<file path="src/rtl/mem_port_arbiter.sv">
// Memory port arbiter: shares one single-ported req/ack memory between the
// IF stage (loads only) and the MEM stage (loads and stores).
//
// state  | meaning
// -------+------------------------------------------------------------
// IDLE   | bus free; arbitrate on every edge
// D_WAIT | MEM-stage access on the bus, waiting for mem_ack or timeout
// I_WAIT | IF-stage access on the bus, waiting for mem_ack or timeout
//
// A requester whose ready pulse is high in the current cycle is left out of
// arbitration. That gives the other side the bus first, and the served side
// cannot be granted again until the following edge. MEM normally has
// priority over IF. After STARVE_MAX consecutive MEM grants with IF waiting,
// IF wins the next arbitration.
module mem_port_arbiter #(
  parameter int W          = 32,
  parameter int STARVE_MAX = 4,
  parameter int TIMEOUT    = 255
) (
  input  logic         clk,
  input  logic         rst_n,
  input  logic         if_req,
  input  logic [W-1:0] if_addr,
  output logic [W-1:0] if_rdata,
  output logic         if_ready,
  input  logic         d_load_en,
  input  logic         d_store_en,
  input  logic [W-1:0] d_addr,
  input  logic [W-1:0] d_wdata,
  output logic [W-1:0] d_rdata,
  output logic         d_ready,
  output logic         mem_req,
  output logic         mem_we,
  output logic [W-1:0] mem_addr,
  output logic [W-1:0] mem_wdata,
  input  logic [W-1:0] mem_rdata,
  input  logic         mem_ack,
  output logic         bus_err
);

  localparam int CW = $clog2(TIMEOUT + 1);
  localparam int SW = $clog2(STARVE_MAX + 1);
  localparam logic [CW-1:0] WAIT_LAST  = CW'(TIMEOUT - 1);
  localparam logic [SW-1:0] STARVE_TOP = SW'(STARVE_MAX);

  typedef enum logic [1:0] {
    IDLE   = 2'd0,
    D_WAIT = 2'd1,
    I_WAIT = 2'd2
  } state_t;

  state_t        state;
  logic [CW-1:0] wait_cnt;
  logic [SW-1:0] starve_cnt;
  logic          d_pend;
  logic          i_pend;
  logic          i_wins;
  logic          d_wins;

  // Arbitration: exclude whoever is being told "done" this cycle, MEM first unless IF is starved
  always_comb begin
    d_pend = (d_load_en | d_store_en) & ~d_ready;
    i_pend = if_req & ~if_ready;
    i_wins = i_pend & (~d_pend | (starve_cnt == STARVE_TOP));
    d_wins = d_pend & ~i_wins;
  end

  // Sequencer: grant, hold the bus transaction, complete on ack or abort on watchdog expiry
  always_ff @(posedge clk or negedge rst_n) begin
    if (!rst_n) begin
      state      <= IDLE;
      wait_cnt   <= '0;
      starve_cnt <= '0;
      mem_req    <= 1'b0;
      mem_we     <= 1'b0;
      mem_addr   <= '0;
      mem_wdata  <= '0;
      if_rdata   <= '0;
      if_ready   <= 1'b0;
      d_rdata    <= '0;
      d_ready    <= 1'b0;
      bus_err    <= 1'b0;
    end else begin
      if_ready <= 1'b0;
      d_ready  <= 1'b0;
      unique case (state)
        IDLE: begin
          if (i_wins) begin
            state      <= I_WAIT;
            mem_req    <= 1'b1;
            mem_we     <= 1'b0;
            mem_addr   <= if_addr;
            mem_wdata  <= '0;
            wait_cnt   <= '0;
            starve_cnt <= '0;
          end else if (d_wins) begin
            state     <= D_WAIT;
            mem_req   <= 1'b1;
            // load and store both asserted is treated as a store
            mem_we    <= d_store_en;
            mem_addr  <= d_addr;
            mem_wdata <= d_wdata;
            wait_cnt  <= '0;
            if (if_req && (starve_cnt != STARVE_TOP)) begin
              starve_cnt <= starve_cnt + 1'b1;
            end
          end
        end
        D_WAIT, I_WAIT: begin
          if (mem_ack) begin
            // an ack on the last watchdog cycle still counts as a normal completion
            state   <= IDLE;
            mem_req <= 1'b0;
            if (state == I_WAIT) begin
              if_ready <= 1'b1;
              if_rdata <= mem_rdata;
            end else begin
              d_ready <= 1'b1;
              if (!mem_we) begin
                d_rdata <= mem_rdata;
              end
            end
          end else if (wait_cnt == WAIT_LAST) begin
            state    <= IDLE;
            mem_req  <= 1'b0;
            bus_err  <= 1'b1;
            wait_cnt <= wait_cnt + 1'b1;
            if (state == I_WAIT) begin
              if_ready <= 1'b1;
              if_rdata <= '1;
            end else begin
              d_ready <= 1'b1;
              d_rdata <= '1;
            end
          end else begin
            wait_cnt <= wait_cnt + 1'b1;
          end
        end
        default: begin
          state   <= IDLE;
          mem_req <= 1'b0;
        end
      endcase
    end
  end

endmodule
</file>
<file path="config.mk">
export PLATFORM = sky130hd
export DESIGN_NAME = mem_port_arbiter
export DESIGN_NICKNAME = d
export VERILOG_FILES = /design/src/rtl/mem_port_arbiter.sv
export SDC_FILE = /design/constraint.sdc
export NUM_CORES = 1
export LEC_CHECK = 0
export ABC_AREA = 0
export CORE_MARGIN = 2
export CORE_UTILIZATION = 42
export DETAILED_ROUTE_END_ITERATION = 10
export PLACE_DENSITY = 0.8
export SYNTH_ARGS = -nofsm -noshare
export SYNTH_HDL_FRONTEND = slang
export SYNTH_SLANG_ARGS = --single-unit
</file>
<file path="constraint.sdc">
create_clock -name clk -period 2.3 [get_ports clk]
set_input_delay 0.23 -clock clk [delete_from_list [all_inputs] [get_ports clk]]
set_output_delay 0.23 -clock clk [all_outputs]
set_load 0.005 [all_outputs]
</file>
==> impl_metrics.py, run 1 <==
metrics = {
    "timing": {
        "tns_ns": 0,
        "finalSetupViolations": 0,
        "rsz0062_at_grt": "no",
        "finClkSkew_ns": 0.008867,
        "setup_slack_ns": 0.2378,
        "tightestPinTransition_ns": 0.8063,
        "layout_min_cycle_time_ns": 2.062,
        "fin_crit_sh_pct": 89.66,
        "slew_headroom_pct": 46.12,
        "fin_hold_ws_ns": 0.3505,
        "hold_violations": 0,
        "drv_slew": 0,
        "fmax_ghz": 0.4849,
    },
    "clock_network": {
        "clock_latency_ns": 0.41,
        "cts_max_level": 4,
        "clk_path_buf_depth": 2,
        "numCtsBuffers": 17,
        "cts-root-buf": "clkbuf_16",
        "cts_tree": "yes",
        "clkTransAtPathRegs_ns": 0.06,
        "cts_sinks": 146,
    },
    "cells_and_area": {
        "seq_area_um2": 3654,
        "layout_commonest_cell": "clkdlybuf4s50_1",
        "antenna_cells": 0,
        "finalCoreUtilization_pct": 67.50,
        "stdcell_count": 965,
        "multi_input_area_um2": 2096,
        "fillers": 1019,
        "syn_to_final_growth_pct": 56.44,
        "drive_above_1_share_pct": 7.389,
        "fin_nets": 913,
        "final_cell_mix": "265 x clkdlybuf4s50_1, 146 x dfrtp_1, 70 x a21oi_1",
    },
    "synthesis": {
        "synth_edf_count": 0,
        "yosys_warnings": 0,
        "ys_seq_elements": 146,
        "synth_ff_type": "dfrtp_1",
        "syn-cell-area_um2": 6012,
        "synth_cells": 512,
        "synth_area_leader_cell": "dfrtp_1",
        "synth_top_area_share_pct": 60.77,
        "synth_area_leaders": "dfrtp_1 61%, a21oi_1 5.8%, o22a_1 5.8%",
        "ys_async_sr_fraction_pct": 100.0,
        "synth_cell_type_count": 46,
        "synth_nets": 652,
        "synth_seq_area_share_pct": 60.77,
        "syn_avg_cell_area_um2": 11.74,
    },
    "floorplanning": {
        "fp.dieW_um": 123.6,
        "start_util_pct": 43.14,
        "core_area_um2": 13930,
        "pin_count": 267,
        "dieHeight_um": 123.6,
        "std_cell_rows": 43,
        "die-area_um2": 15290,
    },
    "placement": {
        "hpwl_mm": 12.27,
        "post-place-cells": 933,
        "gp_congestion": 0.8115,
        "port_buffers": 266,
        "place_ws_ns": 0.2010,
    },
    "global_route": {
        "overflow": 0,
        "grt_pass1_wl_mm": 27.12,
        "antenna_found_initial": 0,
        "grtUsageTotal_pct": 22.96,
        "grt_max_degree": 70,
        "grt_pass1_vias": 5434,
    },
    "worst_hold_path": {
        "hold_class": "input port to async pin",
    },
    "worst_setup_path": {
        "critPathTopFamily": "simple AND/OR/NAND/NOR gates",
        "path_buf_inv": 1,
        "worst-r2r-cell-count": 6,
        "startpoint_type": "flop",
        "cp_cell_sequence": "inv_1, ha_1, and3_1, a21oi_1, nor2_4, o32a_1",
        "critPathKind": "flop to flop",
        "critPathArrivalTime_ns": 2.41,
        "reg2reg_from": "wait_cnt[0]",
        "crit_path_end_kind": "flop",
        "r2r-end": "if_rdata[18]",
        "cp.required_ns": 2.65,
        "rrSetupSlack_ns": 0.24,
        "crit_path_max_fanout": 33,
        "cp_slowest_cell": "nor2_4",
        "slowest_delay_ns": 0.65,
    },
    "pwr": {
        "max-vdd-ir-drop_v": 0.0007189,
        "p_per_area_nw_per_um2": 1420,
        "p_leak_uw": 0.003931,
    },
    "routing": {
        "drt_first_iter_violations": 286,
        "dr.pass1.iters": 5,
        "routedWlPerCell_um": 17.79,
        "ant_nets": 0,
        "drc": 0,
        "vias": 5169,
        "drt-total-wl_mm": 17.17,
        "vias_per_cell": 5.356,
    },
    "flow_run": {
        "max-cap-violations": 0,
    },
    "run_status": {
        "outcome": "finished, final reports clean",
    },
}
[worst register-to-register path, stage by stage, from the launching register on]
cell and delay (ns):
dfrtp_1 0.43, inv_1 0.10, ha_1 0.14, and3_1 0.23
a21oi_1 0.15, nor2_4 0.65, o32a_1 0.30
[cells by family (layout without fill, tap and decap cells)]
logic type      Yosys count  in the layout  synth area share (%)
compound gates          196            196                 24.29
flops                   146            146                 60.77
simple gates            113            113                 8.574
buf+inv                  47            320                 4.433
fa+ha+maj                 6              6                 1.249
mux                       4              4                0.6868
[worst max-delay path by stage]
stage,cells past startpoint,endpoint,slack (ns),start
3_3_place_gp,5,state[0],0.24,d_store_en
2_1_floorplan,8,d_rdata[11],0.61,state[1]
5_1_grt,6,if_rdata[24],0.007,wait_cnt[0]
3_5_place_dp,5,mem_wdata[19],0.20,d_store_en
4_1_cts,5,if_rdata[29],0.22,state[1]
6_report,6,if_rdata[18],0.24,wait_cnt[0]
[report_power, final]
group / internal (µW) / leakage (µW) / total, µW / switching (µW)
clock network: 1730 / 0.000284 / 2770 / 1040
registers: 3790 / 0.00172 / 4500 / 708
logic: 3510 / 0.00192 / 6090 / 2580
[sequential cells by signal (all words and copies together) (netlist names), 2 cells and up]
register    flops
d_rdata        32
if_rdata       32
mem_addr       32
mem_wdata      32
wait_cnt        8
starve_cnt      3
state           2
[Yosys cell counts, drive strengths merged (6+ instances only)]
library cell,n
nand2,40
ha,6
clkbuf,12
inv,8
buf,26
nor2,50
o21ai,6
a2bb2oi,12
a21oi,71
dfrtp,146
a22o,38
o32a,12
o22a,40
[stage by stage]
stage | power [µW] | instance area (µm²)
6_report | 13360 | 9405
5_1_grt | 14250 | 9405
4_1_cts | 13490 | 9405
3_5_place_dp | 10640 | 8795
3_3_place_gp | 10400 | 8795
2_1_floorplan | 7314 | 6012
[per-layer routing]
metal | GRT usage, % | routed length (µm) | up-vias
met5 | 0 | 0 | -
met4 | 9.659 | 371 | 0
met1 | 26.30 | 6692 | 2512
li1 | - | - | 2393
met2 | 38.15 | 8212 | 236
met3 | 9.249 | 1892 | 28
[final cells by class]
class / count / share of cell area, %
Sequential cell: 146 / 38.85
Timing Repair Buffer: 280 / 29.73
Multi-Input combinational cell: 319 / 22.28
Clock buffer: 18 / 4.669
Tap cell: 180 / 2.395
Clock inverter: 13 / 1.716
Inverter: 9 / 0.3592
[what timing repair did]
action	CTS	global route
resized for setup	0	0
hold endpoints to repair	57	0
hold buffers	1	0
setup buffers	0	0
Note: power is estimated with default switching activity, not from simulation.
==> run 2: changes to the inputs <==
--- a/config.mk
+++ b/config.mk
@@ -6,10 +6,12 @@
 export NUM_CORES = 1
 export LEC_CHECK = 0
 export ABC_AREA = 0
+export CELL_PAD_IN_SITES_DETAIL_PLACEMENT = 0
+export CELL_PAD_IN_SITES_GLOBAL_PLACEMENT = 1
 export CORE_MARGIN = 2
-export CORE_UTILIZATION = 42
+export CORE_UTILIZATION = 32
 export DETAILED_ROUTE_END_ITERATION = 10
-export PLACE_DENSITY = 0.8
+export PLACE_DENSITY_LB_ADDON = 0.1
 export SYNTH_ARGS = -nofsm -noshare
 export SYNTH_HDL_FRONTEND = slang
 export SYNTH_SLANG_ARGS = --single-unit
==> run 2 against run 1 <==
Net effect: combinational power up 0.8%; critical endpoint is now if_rdata[20]; die area rose by 30%; first-iteration DRC count is 20% lower; critical path type unchanged; count of clock-buffer cells in the layout unchanged; clock power grew 6%; highest routed layer unchanged; total power rose by 1.2%; wire length is 7.6% higher; final cell count increased by 6.0%; non-clock buffer count up 4; sequential share of layout area is 0.52 points lower; core utilization down 16 points; via count shrank 0.46%.
==> impl_metrics.py, run 2 (synthesis gave the netlist of run 1 again) <==
metrics = {
    "timing": {
        "drv_slew": 0,
        "tightestPinTransition_ns": 0.8656,
        "finClkSkew_ns": 0.008853,
        "layout_min_cycle_time_ns": 2.123,
        "tns_ns": 0,
        "finalSetupViolations": 0,
        "fin_crit_sh_pct": 92.31,
        "fmax_ghz": 0.4710,
        "rsz0062_at_grt": "no",
        "slew_headroom_pct": 42.16,
        "setup_slack_ns": 0.1769,
        "hold_violations": 0,
    },
    "global_route": {
        "grt_pass1_wl_mm": 29.11,
        "grt_max_degree": 70,
        "overflow": 0,
        "antenna_found_initial": 0,
        "grtUsageTotal_pct": 18.55,
        "grt_pass1_vias": 5289,
    },
    "clock_network": {
        "cts_setup_buffers": 0,
        "clkTransAtPathRegs_ns": 0.06,
        "cts_resized": 0,
        "cts_max_level": 4,
        "clock_latency_ns": 0.42,
        "clk_path_buf_depth": 2,
        "cts_sinks": 146,
        "numCtsBuffers": 17,
        "cts_hold_buf": 1,
        "cts-root-buf": "clkbuf_16",
        "cts_tree": "yes",
    },
    "worst_setup_path": {
        "crit_path_max_fanout": 33,
        "crit_path_end_kind": "flop",
        "critPathKind": "flop to flop",
        "cp.required_ns": 2.65,
        "r2r-end": "if_rdata[20]",
        "reg2reg_from": "state[1]",
        "slowest_delay_ns": 0.68,
        "critPathTopFamily": "simple AND/OR/NAND/NOR gates",
        "worst-r2r-cell-count": 5,
        "cp_cell_sequence": "inv_1, ha_1, nand2_1, nor2_4, o32a_1",
        "path_buf_inv": 1,
        "rrSetupSlack_ns": 0.18,
        "cp_slowest_cell": "nor2_4",
        "startpoint_type": "flop",
        "critPathArrivalTime_ns": 2.47,
    },
    "floorplanning": {
        "start_util_pct": 32.36,
        "core_area_um2": 18580,
        "pin_count": 267,
        "dieHeight_um": 141.1,
        "fp.dieW_um": 141.1,
        "die-area_um2": 19900,
        "std_cell_rows": 50,
    },
    "cells_and_area": {
        "final_area_um2": 9533,
        "syn_to_final_growth_pct": 58.56,
        "layout_commonest_cell": "clkdlybuf4s50_1",
        "antenna_cells": 0,
        "drive_above_1_share_pct": 7.858,
        "stdcell_count": 1023,
        "fin_nets": 917,
        "final_cell_mix": "265 x clkdlybuf4s50_1, 146 x dfrtp_1, 70 x a21oi_1",
    },
    "placement": {
        "gp_congestion": 0.7780,
        "post-place-cells": 991,
        "port_buffers": 266,
        "place_ws_ns": 0.1625,
        "hpwl_mm": 12.96,
        "dpl_cell_area_um2": 8900,
    },
    "routing": {
        "routedWlPerCell_um": 18.06,
        "vias_per_cell": 5.029,
        "vias": 5145,
        "dr.pass1.iters": 4,
        "drt_first_iter_violations": 228,
        "drt-total-wl_mm": 18.47,
        "ant_nets": 0,
        "drc": 0,
    },
    "flow_run": {
        "max-cap-violations": 0,
    },
    "worst_hold_path": {
        "hold_class": "input port to async pin",
    },
    "run_status": {
        "outcome": "finished, final reports clean",
    },
    "pwr": {
        "p_leak_uw": 0.003971,
        "max-vdd-ir-drop_v": 0.0006629,
        "p_per_area_nw_per_um2": 1418,
    },
}
run 2: cell types whose count changed in the layout (fill, tap and decap cells not counted):
cell	before	now
inv_6	1	2
bufinv_16	3	4
clkinvlp_4	4	3
buf_4	11	15
a21boi_2	1	0
a21boi_4	0	1
clkinv_4	2	1
run 2: area by class of cell:
type / count / area, µm²
clock buffer: 18 / 439.2
clock inverter: 13 / 183.9
fill: 1632 / 9047
inverter: 9 / 33.78
multi-input combinational: 319 / 2103
sequential: 146 / 3654
tap: 234 / 292.8
timing repair buffer: 284 / 2826
run 2: how the worst max path moves through the flow:
stage	startpoint	endpoint	slack [ns]	depth (start not counted)
after floorplan	state[1]	d_rdata[11]	0.61	8
after CTS	state[1]	if_rdata[20]	0.16	5
after detailed placement	d_store_en	state[0]	0.16	5
after global routing	state[1]	if_rdata[23]	0.002	5
final	state[1]	if_rdata[20]	0.18	5
after global placement	d_store_en	state[0]	0.22	5
run 2: power breakdown:
part / switching, µW / internal [µW] / total [µW]
clock: 1090 / 1840 / 2930
sequential: 667 / 3790 / 4450
combinational: 2600 / 3540 / 6140
total: 4360 / 9160 / 13500
run 2: stage by stage:
| stage | total power [µW] | hold slack (ns) | util, % |
|---|---|---|---|
| after floorplan | 7314 | -0.06559 | - |
| after global placement | 10570 | 0.1915 | 47.90 |
| after detailed placement | 10720 | 0.1988 | 47.90 |
| after CTS | 13730 | 0.3315 | 51.31 |
| after global routing | 14360 | 0.3449 | 51.31 |
| final | 13520 | 0.3163 | 51.31 |
run 2: metal layers:
layer	GRT usage [%]	wire, µm	vias up	part of all wire, %
met5	0	0	-	0
met4	5.947	323	0	1.7
met3	6.624	1516	20	8.2
met2	30.07	8819	198	48
met1	23.23	7811	2520	42
li1	-	-	2407	-
